==> config.mk <==
export PLATFORM = sky130hd
export DESIGN_NAME = mult_pipe_mac
export DESIGN_NICKNAME = d
export VERILOG_FILES = /design/src/rtl/mult_pipe_pkg.sv /design/src/rtl/mult_pipe_stage.sv /design/src/rtl/mult_pipe_mac.sv
export SDC_FILE = /design/constraint.sdc
export NUM_CORES = 1
export LEC_CHECK = 0
export BUFFER_PORTS_ARGS = -buffer_cell sky130_fd_sc_hd__clkbuf_2
export CAP_MARGIN = 20
export CELL_PAD_IN_SITES_DETAIL_PLACEMENT = 2
export CELL_PAD_IN_SITES_GLOBAL_PLACEMENT = 2
export CORE_MARGIN = 2
export CORE_UTILIZATION = 42
export CTS_CLUSTER_SIZE = 28
export DETAILED_ROUTE_END_ITERATION = 8
export PLACE_DENSITY_LB_ADDON = 0.1
export SYNTH_ARGS = -nofsm -noshare
export SYNTH_HDL_FRONTEND = slang
export SYNTH_SLANG_ARGS = --single-unit
==> constraint.sdc <==
create_clock -name clk -period 16.9 [get_ports clk]
set_clock_uncertainty 0.1 [all_clocks]
set_input_delay 0.845 -clock clk [delete_from_list [all_inputs] [get_ports clk]]
set_output_delay 0.845 -clock clk [all_outputs]
set_load 0.005 [all_outputs]
==> src/rtl/mult_pipe_pkg.sv <==
// Shared types and helpers for the pipelined multiply / multiply-accumulate unit.
package mult_pipe_pkg;

  // Bit 0 selects two's-complement operands, bit 1 selects accumulate.
  typedef enum logic [1:0] {
    MUL_U = 2'b00,
    MUL_S = 2'b01,
    MAC_U = 2'b10,
    MAC_S = 2'b11
  } op_mode_t;

  // Control fields carried alongside the product through every stage.
  typedef struct packed {
    logic     valid;
    op_mode_t mode;
    logic     first;
  } stage_ctl_t;

  function automatic logic is_signed(input op_mode_t mode);
    return mode[0];
  endfunction

  function automatic logic is_mac(input op_mode_t mode);
    return mode[1];
  endfunction

endpackage

==> src/rtl/mult_pipe_stage.sv <==
// One enable-gated pipeline register for an arbitrary packed payload.
module mult_pipe_stage #(
  parameter type payload_t = logic
) (
  input  logic     clk,
  input  logic     rst,
  input  logic     en,
  input  payload_t d,
  output payload_t q
);

  // NOTE: sequential state is always written with <= so every register samples pre-edge values.
  always_ff @(posedge clk or posedge rst) begin
    if (rst) begin
      q <= '0;
    end else if (en) begin
      q <= d;
    end
  end

endmodule

==> src/rtl/mult_pipe_mac.sv <==
// Pipelined signed/unsigned multiplier with optional accumulate and a single
// global stall enable driven by the output handshake.
module mult_pipe_mac
  import mult_pipe_pkg::*;
#(
  parameter int WIDTH       = 8,
  parameter int PIPE_STAGES = 3,
  parameter int ACC_WIDTH   = 2*WIDTH+8
) (
  input  logic                 clk,
  input  logic                 rst,
  input  logic                 in_valid,
  output logic                 in_ready,
  input  logic [1:0]           in_mode,
  input  logic                 in_first,
  input  logic [WIDTH-1:0]     multiplicand,
  input  logic [WIDTH-1:0]     multiplier,
  output logic                 out_valid,
  input  logic                 out_ready,
  output logic [ACC_WIDTH-1:0] result
);

  localparam int PROD_W = 2*WIDTH;
  localparam int FULL_W = 2*WIDTH+2;

  typedef struct packed {
    stage_ctl_t        ctl;
    logic [PROD_W-1:0] product;
  } stage_t;

  logic en;
  assign en       = !out_valid || out_ready;
  assign in_ready = en;

  // Stage 1: operand capture; bubbles enter as valid=0 rather than being skipped.
  stage_ctl_t       s1_ctl;
  logic [WIDTH-1:0] s1_a;
  logic [WIDTH-1:0] s1_b;

  always_ff @(posedge clk or posedge rst) begin
    if (rst) begin
      s1_ctl <= '0;
      s1_a   <= '0;
      s1_b   <= '0;
    end else if (en) begin
      s1_ctl.valid <= in_valid;
      s1_ctl.mode  <= op_mode_t'(in_mode);
      s1_ctl.first <= in_first;
      s1_a         <= multiplicand;
      s1_b         <= multiplier;
    end
  end

  // One signed multiplier serves both modes: unsigned operands get a zero MSB.
  logic signed [WIDTH:0]  a_ext;
  logic signed [WIDTH:0]  b_ext;
  logic signed [FULL_W-1:0] prod_full;

  // NOTE: every signal assigned in always_comb gets a value on every path, so no latch is inferred.
  always_comb begin
    a_ext     = {is_signed(s1_ctl.mode) & s1_a[WIDTH-1], s1_a};
    b_ext     = {is_signed(s1_ctl.mode) & s1_b[WIDTH-1], s1_b};
    prod_full = FULL_W'(a_ext) * FULL_W'(b_ext);
  end

  // pipe[0] is the combinational stage-1 view; pipe[PIPE_STAGES-2] feeds the output register.
  stage_t pipe [PIPE_STAGES-1];

  assign pipe[0] = '{ctl: s1_ctl, product: prod_full[PROD_W-1:0]};

  for (genvar i = 0; i < PIPE_STAGES-2; i++) begin : g_stage
    mult_pipe_stage #(.payload_t(stage_t)) u_stage (
      .clk (clk),
      .rst (rst),
      .en  (en),
      .d   (pipe[i]),
      .q   (pipe[i+1])
    );
  end

  stage_t               fin;
  logic [ACC_WIDTH-1:0] ext;
  logic [ACC_WIDTH-1:0] acc;
  logic [ACC_WIDTH-1:0] acc_next;

  assign fin = pipe[PIPE_STAGES-2];

  always_comb begin
    if (is_signed(fin.ctl.mode)) begin
      ext = ACC_WIDTH'($signed(fin.product));
    end else begin
      ext = ACC_WIDTH'(fin.product);
    end
    acc_next = fin.ctl.first ? ext : acc + ext;
  end

  // The accumulator moves only when a valid MAC entry lands here, never on stalls or bubbles.
  always_ff @(posedge clk or posedge rst) begin
    if (rst) begin
      out_valid <= 1'b0;
      result    <= '0;
      acc       <= '0;
    end else if (en) begin
      out_valid <= fin.ctl.valid;
      if (fin.ctl.valid) begin
        if (is_mac(fin.ctl.mode)) begin
          acc    <= acc_next;
          result <= acc_next;
        end else begin
          result <= ext;
        end
      end
    end
  end

endmodule

==> impl_metrics.yaml, run 1 <==
drt:
  routed_via_density: 5.38
  wl_mm: 21.3
  wl_per_cell_um: 19.1
  drtAntennaViolNets: 0
  dr.pass1.iters: 4
  drc_errors: 0
  first_iter_violations: 153
  vias: 5982
global_routing:
  grt_pass1_vias: 6957
  grt_max_degree: 63
  antenna_found_initial: 0
  grtUsageTotal: 0.243
  grt_pass1_wl_mm: 35.3
  overflow: 0
yosys:
  synth_top_flop_cell: "dfrtp_1"
  synth-edff-count: 0
  ys_seq_area_frac: 0.298
  synthCells: 860
  syn_area_um2: 7480
  synth_top_area_cell: "dfrtp_1"
  synth.avg_cell_area_um2: 8.70
  synth_seq_cells: 89
  synthArstFlopShare: 1.00
  synth.most_common_cell: "nand2_1"
  synth_nets: 1003
  yosysUniqueCellTypes: 57
  yosysWarnings: 0
  synthTopCellsByCount: "nand2_1, inv_1, dfrtp_1"
  synth_area_leaders: "dfrtp_1, fa_1, ha_1"
  synth_top_area_share: 0.298
timing:
  rsz0062_at_grt: "false"
  max_slew_margin: 0.321
  fmax_ghz: 0.164
  fin_crit_sh: 0.360
  finalCriticalPeriod_ps: 6080
  slew_viol_final: 0
  tightest_slew_ps: 1020
  finalHoldViolCount: 0
  final.setup.tns_ps: 0
  setup_viol: 0
critical_path:
  arrival_ps: 6270
  crit_type: "flop to flop"
  end_kind: "flop"
  startpoint_type: "flop"
  worstPathRequired_ps: 17080
  worstPathMaxFanout: 11
cts:
  cts_buffers: 9
  root_buffer: "clkbuf_16"
  cts.repair.resized: 0
  cts_num_sinks: 89
  cts_tree: "done"
  clkLatencyLatePin_ps: 360
  ctsHoldBuffers: 0
  path_clk_slew_ps: 80
  postCtsSetupRepairBufs: 0
  htreeDepth: 3
  ctsLongestPathBuffers: 2
finish:
  postLayoutCoreUtil: 0.472
  nets: 1024
  area_delta_synth_final_pct: 9.50
  final_area_um2: 8190
  instances_no_fill: 1111
  drive_above_1_share: 0.0971
  num_antenna_cells: 0
placed_design:
  port-buffer-count: 48
  placed_area_um2: 7890
  dp.cells: 1095
  dpl.hpwl_mm: 16.3
  gp_congestion: 0.894
floorplan:
  start_util: 0.431
  dieArea_um2: 18900
  io_pins: 49
  core-area_um2: 17400
  die-width_um: 137
  die_y_um: 137
  num_rows: 48
min_path:
  hold_path.class: "input pin to async pin"
outcome:
  status: "completed"
job:
  cap_violations: 0
==> logic make-up after synthesis <==
| group | Yosys count | share of synthesized area |
|---|---|---|
| AND/OR/NAND/NOR | 303 | 0.178 |
| AO/OA/AOI/OAI | 168 | 0.140 |
| buffers and inverters | 139 | 0.0699 |
| adder cells (fa/ha/maj) | 120 | 0.265 |
| flip-flops | 89 | 0.298 |
| XOR/XNOR | 33 | 0.0386 |
| multiplexers | 8 | 0.0109 |
==> layer usage <==
| layer | track usage | vias to the layer above | wire, um |
|---|---|---|---|
| met5 | 0 | - | 0 |
| met4 | 0.0739 | 0 | 413 |
| met3 | 0.0302 | 27 | 345 |
| met2 | 0.462 | 63 | 11500 |
| met1 | 0.283 | 3075 | 9010 |
| li1 | - | 2817 | - |
==> registers in the layout, summed over array words and instances (netlist names) <==
name,count
result,24
acc,24
g_stage.u_stage.q,20
pipe,4
s1_b,8
s1_a,8
out_valid,1
==> area by class of cell <==
type	instances	area (um2)
sequential	89	2230
inverter	95	359
multi-input combinational	632	4740
tap	225	282
fill	1901	9160
timing repair buffer	54	285
clock inverter	5	62.6
clock buffer	11	243
==> stage by stage <==
stage	setup slack (ps)	hold WS (ps)
after detailed placement	10820	361
after global placement	11190	350
after global routing	10460	391
after floorplan	11450	330
after CTS	10780	376
final	10820	358
==> critical path, stage by stage (launching register included) <==
cell      delay [ps]
dfrtp_1          540
nand2_1          290
or2_2            360
fa_1             480
fa_1             570
inv_1             70
fa_1             500
fa_1             540
inv_1             60
fa_1             540
inv_1             50
ha_1             300
o21ai_1          110
a21boi_0         150
o21ai_0          250
a21boi_0         170
o21ai_0          320
a21oi_1          140
or3_1            320
a31oi_1          160
==> final timing paths <==
path / from / end / slack (ps) / cells after the start
max in group asynchronous: rst / g_stage[0].u_stage.q[12] / 15180 / 3
worst min register to register: pipe[39] / pipe[39] / 370 / 2
worst max-delay path: s1_b[7] / g_stage[0].u_stage.q[15] / 10820 / 19
min in group clk: pipe[39] / pipe[39] / 370 / 2
worst max register to register: s1_b[7] / g_stage[0].u_stage.q[15] / 10820 / 19
worst min-delay path: rst / acc[23] / 360 / 2
==> cell usage in the layout, fill, tap and decap left out, drive strengths merged, types with 6 or more instances in the layout <==
cell type	n
xor2	11
ha	56
dfrtp	89
and2	28
nand2	178
nor2	45
buf	6
nand3	10
o21ai	57
fa	64
and3	7
a21o	10
o21a	9
xnor2	22
a21oi	55
mux2i	7
nor3	6
nand2b	9
clkbuf	59
inv	96
Power of run 1 is not shown: default switching activity piles up to over one toggle a cycle in this logic, so the estimate is an artifact.
==> run 2, diff against run 1 <==
Settings changed: ABC_AREA set to 1, CORE_UTILIZATION 42 to 33.
Clock period 16.9 ns to 5.2 ns, I/O delays scaled along.
==> run 2 against run 1 <==
Net effect: count of clock-buffer cells in the layout fell by 2; design area rose by 12%; synthesized cell count rose by 32%; setup slack got worse by 11000 ps; die area rose by 39%; cell count rose by 36%; maximum frequency rose by 24%; sequential share of layout area fell by 2.9 points; flip-flop and latch count did not move; area after synthesis rose by 9.9%; via count rose by 19%; global-route usage fell by 3.7 points; critical endpoint is now g_stage[0].u_stage.q[14]; highest routed layer unchanged.
==> impl_metrics.yaml, run 2 <==
outcome:
  status: "completed"
finish:
  final_cell_mix: "nand2_1, inv_1, dfrtp_1, fa_1, ha_1"
  num_antenna_cells: 0
  top_regs: "acc x24, result x24, g_stage.u_stage.q x20"
  drive_above_1_share: 0.105
  nets: 1325
  final_common_cell: "nand2_1"
  fillers: 2956
  area_delta_synth_final_pct: 11.7
cts:
  path_clk_slew_ps: 70
  postCtsSetupRepairBufs: 0
  cts_num_sinks: 89
  cts_tree: "done"
  ctsLongestPathBuffers: 2
  cts_buffers: 9
  htreeDepth: 3
  root_buffer: "clkbuf_16"
  clkLatencyLatePin_ps: 350
critical_path:
  startpoint_type: "flop"
  critPathSlowestCell: "fa_1"
  end_kind: "flop"
  crit_top_cell: "fa_1"
  worstPathCellList: "nand2_4 -> nor2_2 -> inv_1 -> fa_1 -> inv_1 -> fa_1 -> fa_1 -> fa_1 -> inv_1 -> fa_1 -> inv_1 -> ha_2 -> nand2_1 -> o21ai_2 -> nand2_1 -> nand3_1 -> o21ai_0 -> a21oi_1 -> a21oi_1"
  worstPathMaxFanout: 7
  crit_type: "flop to flop"
  cpPeakStageDelay_ps: 550
  arrival_ps: 5040
  worstPathRequired_ps: 5320
drt:
  wl_mm: 25.5
  first_iter_violations: 227
  routed.top_layer: "met4"
  dr.pass1.iters: 4
  drc_errors: 0
  routed_via_density: 4.73
  wl_met2_mm: 13.5
  drtAntennaViolNets: 0
  wl_met3_um: 283
  met1_length_mm: 11.4
  wl_per_cell_um: 16.9
  vias: 7139
global_routing:
  grt_max_degree: 53
  grtUsageTotal: 0.206
  grt_pass1_wl_mm: 42.5
  overflow: 0
  antenna_found_initial: 0
  grt_pass1_vias: 8017
floorplan:
  dieArea_um2: 26200
  io_pins: 49
  core-area_um2: 24400
  die_y_um: 162
  num_rows: 57
  die-width_um: 162
  start_util: 0.337
timing:
  finalCriticalPeriod_ps: 4920
  rsz0062_at_grt: "false"
  setup_viol: 0
  fin_crit_sh: 0.947
  max_slew_margin: 0.361
  tightest_slew_ps: 958
  final.setup.tns_ps: 0
  finalHoldViolCount: 0
  slew_viol_final: 0
  fmax_ghz: 0.203
yosys:
  synthTopCellsByCount: "nand2_1, inv_1, dfrtp_1"
  ys_seq_area_frac: 0.271
  synth_top_area_cell: "dfrtp_1"
  synth-edff-count: 0
  syn_area_um2: 8220
  synth_seq_cells: 89
  synth_top_flop_cell: "dfrtp_1"
  yosysUniqueCellTypes: 37
  synthCells: 1136
  synthArstFlopShare: 1.00
  synth.most_common_cell: "nand2_1"
  synth_top_area_share: 0.271
  synth_area_leaders: "dfrtp_1, nand2_1, fa_1"
  synth_nets: 1279
  synth.avg_cell_area_um2: 7.24
  yosysWarnings: 0
job:
  cap_violations: 0
placed_design:
  dpl.hpwl_mm: 21.0
  port-buffer-count: 48
  gp_congestion: 0.820
min_path:
  hold_path.class: "input pin to flop"
-- run 2: worst paths after layout --
| kind | from | to | slack (ps) | depth (start not counted) |
|---|---|---|---|---|
| min | multiplicand[4] | s1_a[4] | 10 | 3 |
| max in group asynchronous | rst | acc[23] | 3470 | 4 |
| max reg2reg | pipe[37] | g_stage[0].u_stage.q[14] | 280 | 19 |
| max | pipe[37] | g_stage[0].u_stage.q[14] | 280 | 19 |
| min reg2reg | g_stage[0].u_stage.q[19] | out_valid | 390 | 2 |
| min in group asynchronous | rst | result[1] | 400 | 3 |
-- run 2: cell families after synthesis --
logic type,Yosys count,synth area share
compound gates,109,0.0721
xor+xnor,20,0.0213
fa+ha+maj,120,0.241
buf+inv,269,0.129
flops,89,0.271
simple gates,529,0.266
-- run 2: layout make-up --
| type | count | area [um2] | area share |
|---|---|---|---|
| clock buffers | 9 | 225 | 0.0245 |
| clock inverters | 6 | 67.6 | 0.00736 |
| inverters | 234 | 881 | 0.0959 |
| multi-input cells | 778 | 4960 | 0.541 |
| flip-flops and latches | 89 | 2230 | 0.243 |
| well taps | 324 | 405 | 0.0441 |
| repair buffers | 70 | 410 | 0.0447 |
-- run 2: repair_timing --
| action | CTS | global route |
|---|---|---|
| hold buffers | 2 | 0 |
| endpoints found under the hold margin | 38 | 0 |
| resized for setup | 0 | 15 |
| endpoints found under the setup margin | 0 | 6 |
-- run 2: worst max-delay path: cells and delay by family (launching register included) --
kind            cells  cell delay (ps)
compound gates      4              520
buf+inv             4              270
flops               1              410
fa+ha+maj           6             2930
simple gates        5              570
-- run 2: per-layer routing --
metal  global-route usage  up-vias
met4               0.0406        0
met3               0.0158       15
met2                0.387       36
li1                     -     3507
met1                0.259     3581
met5                    0        -
-- run 2: stage by stage --
stage | instance area [um2] | worst slack [ps] | hold WS, ps | util | instances
after floorplan | 8220 | 370 | 270 | - | 1136
after global placement | 8840 | 303 | 239 | 0.362 | 1493
after detailed placement | 8840 | 68.6 | 241 | 0.362 | 1493
after CTS | 9150 | 23.4 | 1.02 | 0.375 | 1510
after global routing | 9180 | 5.34 | 15.7 | 0.377 | 1510
final | 9180 | 277 | 11.5 | 0.377 | 1510
Power of run 2 is left out for the same reason.
